[src/rtl/prio_vector_queue.sv]
// Queues priority-encoder codes on each new request or code change.
// Show-ahead circular FIFO with a sticky overflow flag.
module prio_vector_queue #(
  parameter  int unsigned DEPTH = 4,
  localparam int unsigned AW    = $clog2(DEPTH),
  localparam int unsigned CW    = AW + 1
) (
  input  logic          clk,
  input  logic          rst_n,
  input  logic [2:0]    code_in,
  input  logic          req_any,
  output logic [2:0]    vec_out,
  output logic          vec_valid,
  input  logic          vec_ready,
  output logic [CW-1:0] count,
  output logic          overflow,
  input  logic          ovf_clr
);

  logic          r_req_d;
  logic [2:0]    r_code_d;
  logic [AW-1:0] r_wr_ptr;
  logic [AW-1:0] r_rd_ptr;
  logic [CW-1:0] r_count;
  logic          r_overflow;
  logic [2:0]    r_mem [DEPTH];

  logic w_push;
  logic w_pop;
  logic w_full;
  logic w_wr_en;
  logic w_drop;

  // A held request is captured once; a code change under a held request is captured again.
  assign w_push  = req_any & (~r_req_d | (code_in != r_code_d));
  assign w_pop   = vec_valid & vec_ready;
  assign w_full  = (r_count == CW'(DEPTH));
  assign w_wr_en = w_push & (~w_full | w_pop);
  assign w_drop  = w_push & w_full & ~w_pop;

  assign vec_out   = r_mem[r_rd_ptr];
  assign vec_valid = (r_count != '0);
  assign count     = r_count;
  assign overflow  = r_overflow;

  always_ff @(posedge clk or negedge rst_n) begin
    if (!rst_n) begin
      r_req_d    <= 1'b0;
      r_code_d   <= 3'd0;
      r_wr_ptr   <= '0;
      r_rd_ptr   <= '0;
      r_count    <= '0;
      r_overflow <= 1'b0;
    end else begin
      r_req_d  <= req_any;
      r_code_d <= code_in;
      if (w_wr_en) r_wr_ptr <= r_wr_ptr + AW'(1);
      if (w_pop)   r_rd_ptr <= r_rd_ptr + AW'(1);
      if (w_wr_en && !w_pop)      r_count <= r_count + CW'(1);
      else if (!w_wr_en && w_pop) r_count <= r_count - CW'(1);
      // A drop in the same cycle as a clear keeps the flag set.
      if (w_drop)       r_overflow <= 1'b1;
      else if (ovf_clr) r_overflow <= 1'b0;
    end
  end

  // Storage is cleared so the head reads zero while empty after reset.
  always_ff @(posedge clk or negedge rst_n) begin
    if (!rst_n) begin
      for (int i = 0; i < DEPTH; i++) r_mem[i] <= 3'd0;
    end else if (w_wr_en) begin
      r_mem[r_wr_ptr] <= code_in;
    end
  end

endmodule

[config.mk]
export PLATFORM = sky130hd
export DESIGN_NAME = prio_vector_queue
export DESIGN_NICKNAME = d
export VERILOG_FILES = /design/src/rtl/prio_vector_queue.sv
export SDC_FILE = /design/constraint.sdc
export NUM_CORES = 1
export LEC_CHECK = 0
export ABC_AREA = 1
export ABC_CLOCK_PERIOD_IN_PS = 3100
export CORE_MARGIN = 2
export CORE_UTILIZATION = 40
export DETAILED_ROUTE_END_ITERATION = 16
export PLACE_DENSITY = 0.63
export SLEW_MARGIN = 20
export SYNTH_ARGS = -nofsm -noshare
export SYNTH_HDL_FRONTEND = slang
export SYNTH_SLANG_ARGS = --single-unit
[constraint.sdc]
create_clock -name clk -period 3.1 [get_ports clk]
set_input_delay 0.62 -clock clk [delete_from_list [all_inputs] [get_ports clk]]
set_output_delay 0.62 -clock clk [all_outputs]
set_load 0.01 [all_outputs]
==> impl_metrics.csv <==
group,metric,value,unit
setup_path,startpoint_type,"input port",
setup_path,r2r_start,"r_code_d[0]$_DFF_PN0_",
final_layout,nets,184,
sta,fmax,0.378,GHz
yosys,synth_area_leaders,"dfrtp_1 49%, nand2_1 13%, nand4_1 8.1%",
global_routing,grt_pass1_wl,4320,um
global_routing,grt_use_total,16.6,%
setup_path,path_class,"input port to flip-flop",
min_path,hold_path.class,"flip-flop to flip-flop",
die,rows,20,
clocking,cts_root_buf,"clkbuf_4",
drt,num_vias,1034,
clocking,post-cts-setup-buffer-count,0,
drt,drc,0,
outcome,status,"complete, no violations",
drt,ant_nets,0,
sta,tns,0,ns
clocking,numCtsBuffers,3,
yosys,synthCells,148,
final_layout,area_growth,19.6,%
yosys,syn_avg_cell_area,8.32,sq um
yosys,synth_common_cells,"42 x nand2_1, 24 x dfrtp_1, 19 x inv_1, 16 x nand4_1, 13 x nor2_1",
power,leakage,0.760,nW
place,place_area,1440,sq um
yosys,synth_edf_count,0,
sta,period_minus_slack,2.65,ns
sta,holdWs,0.499,ns
drt,drtPass1Iterations,4,
yosys,synthArstFlopShare,100,%
power,intPower,0.782,mW
sta,maxSlewViolCount,0,
yosys,ys_ff_latch,24,
yosys,synth.most_common_cell,"nand2_1",
drt,post_drt_wl_per_cell,12.0,um
setup_path,critPathMaxFanout,7,
setup_path,crit_chain,"clkdlybuf4s50_1 -> nand2_1 -> nand2_1 -> nor2_1 -> nand2_2 -> nand2_1 -> nor2_2 -> ha_1 -> inv_1 -> fa_1 -> a21oi_1 -> o21ai_0 -> xor2_1",
sta,hold_viol,0,
global_routing,antenna_found_initial,0,
final_layout,n_antenna_cell,0,
yosys,yosysTopAreaCell,"dfrtp_1",
yosys,syn_nets,162,
min_path,min_from,"r_mem[6]$_DFFE_PN0P_",
power,netSwitchingPower,0.493,mW
clocking,h-tree-depth,1,
sta,fin_worst_skew,0.00647,ns
clocking,cts_tree,"built",
clocking,ctsHoldBuffers,0,
power,p_total,1.27,mW
clocking,clkSinkCount,24,
setup_path,endpoint_kind,"flip-flop",
drt,drt_iter0_drc,50,
power,p_seq_share,41.9,%
drt,viasPerCell,5.12,
power,power.share.clock,12.8,%
yosys,synth.distinct_cells,18,
die,initial_core_util,41.3,%
setup_path,cpLargestDelayFamily,"buffers and inverters",
setup_path,worst_ep_required_time,3.30,ns
clocking,cts_buffer_depth,2,
setup_path,crit_slowest_cell,"clkdlybuf4s50_1",
clocking,cts.clk_slew.worst_paths,0.13,ns
setup_path,critical-path-max-stage-delay,0.58,ns
place,place_hpwl,1870,um
power,p_sw_share,38.6,%
place,routabilityCongestion,0.836,
yosys,ys_warn_count,0,
drt,drt_wl_total,2420,um
die,die-area,3540,sq um
sta,layout_worst_path_cycle_share,85.4,%
die,die_y,59.5,um
clocking,worstSkewPairLatency,0.31,ns
yosys,ys_seq_area_share,48.8,%
setup_path,arrival,2.85,ns
setup_path,rrSetupSlack,0.89,ns
die,top_level_ports,16,
yosys,ys.flop_type,"dfrtp_1",
setup_path,critical_path.most_common_cell,"nand2_1",
setup_path,crit_buf_inv,2,
sta,setup_violations,0,
sta,relSlewSlack,73.0,%
place,io_buffers,15,
clocking,cts.repair.resized,0,
global_routing,grt_start_max_net_pins,25,
job,maxCapViolations,0,
sta,tightest_slew,0.405,ns
die,die_w,59.5,um
final_layout,stdcell_area,1470,sq um
yosys,synth_top_area_share,48.8,%
die,design.core.area,2980,sq um
final_layout,layout-drive-gt1-share,7.10,%
sta,rsz0062_at_grt,"no",
power,vdd_drop_max,0.000518,V
power,combinationalPowerShare,45.3,%
global_routing,grt_pass1_vias,976,
power,p_per_area,866,nW/um^2
yosys,synth_area,1230,sq um
global_routing,grt_overflow,0,
setup_path,critPathLaunch,"code_in[2]",
-- power groups by stage --
stage               sequential (mW)  clock [mW]  combinational, mW
floorplan                     0.524           0              0.354
global placement              0.539           0              0.566
detailed placement            0.541           0              0.572
CTS                           0.535       0.170              0.580
global route                  0.555       0.179              0.656
finish                        0.534       0.163              0.578
-- kinds of logic (layout without fill, tap and decap cells) --
logic type,after synthesis,after routing,share of synthesized area (%)
compound gates,17,17,7.62
simple gates,77,77,27.6
xor+xnor,3,3,2.13
fa+ha+maj,6,6,6.71
flops,24,24,48.8
buf+inv,21,42,7.11
-- metrics by stage --
stage               utilization (%)  std cells  setup WS (ns)
floorplan                         -        148          0.907
global placement               48.2        198          0.226
detailed placement             48.2        198          0.147
CTS                            49.5        202          0.494
global route                   49.5        202          0.227
finish                         49.5        202          0.452
-- worst paths after layout --
check / to / cells after the start
worst max-delay path: count[2]$_DFFE_PN0P_ / 13
worst min-delay path: r_mem[6]$_DFFE_PN0P_ / 2
worst max register to register: count[2]$_DFFE_PN0P_ / 13
worst min register to register: r_mem[6]$_DFFE_PN0P_ / 2
max in group asynchronous: r_mem[9]$_DFFE_PN0P_ / 2
min in group asynchronous: r_code_d[2]$_DFF_PN0_ / 2
-- registers in the layout (all words and copies together), names as in the netlist --
name      flops
r_mem        12
count         3
r_code_d      3
r_rd_ptr      2
r_wr_ptr      2
overflow      1
r_req_d       1
-- routing by layer --
metal | vias up | track usage [%] | wire length [um]
met1 | 480 | 22.7 | 1230
met2 | 20 | 25.3 | 1050
met5 | - | 0 | 0
li1 | 528 | - | -
met3 | 6 | 4.59 | 102
met4 | 0 | 5.84 | 45
-- tightest hold or removal path, delay by kind of cell (launching register included) --
family	cells	cell delay, ns
flip-flops	1	0.37
AND/OR/NAND/NOR	2	0.10
-- cell usage in the layout (no fill, tap or decap) --
cell	count
xor2_1	2
nand2_1	42
buf_4	4
fa_1	1
nand4_1	16
nor2_1	13
nand3_1	3
clkdlybuf4s50_1	15
o21ai_2	1
dfrtp_1	24
o22ai_1	4
o21ai_0	8
nand2_2	1
ha_1	5
xnor2_1	1
a21oi_1	4
nor2_2	2
clkbuf_4	3
inv_1	19
clkbuf_8	1
-- cell type report --
cell class / count / area [sq um]
Fill cell: 299 / 1510
Sequential cell: 24 / 601
Multi-Input combinational cell: 103 / 543
Timing Repair Buffer: 19 / 180
Inverter: 19 / 71.3
Tap cell: 33 / 41.3
Clock buffer: 4 / 36.3
Power figures use the tool's default switching activity.
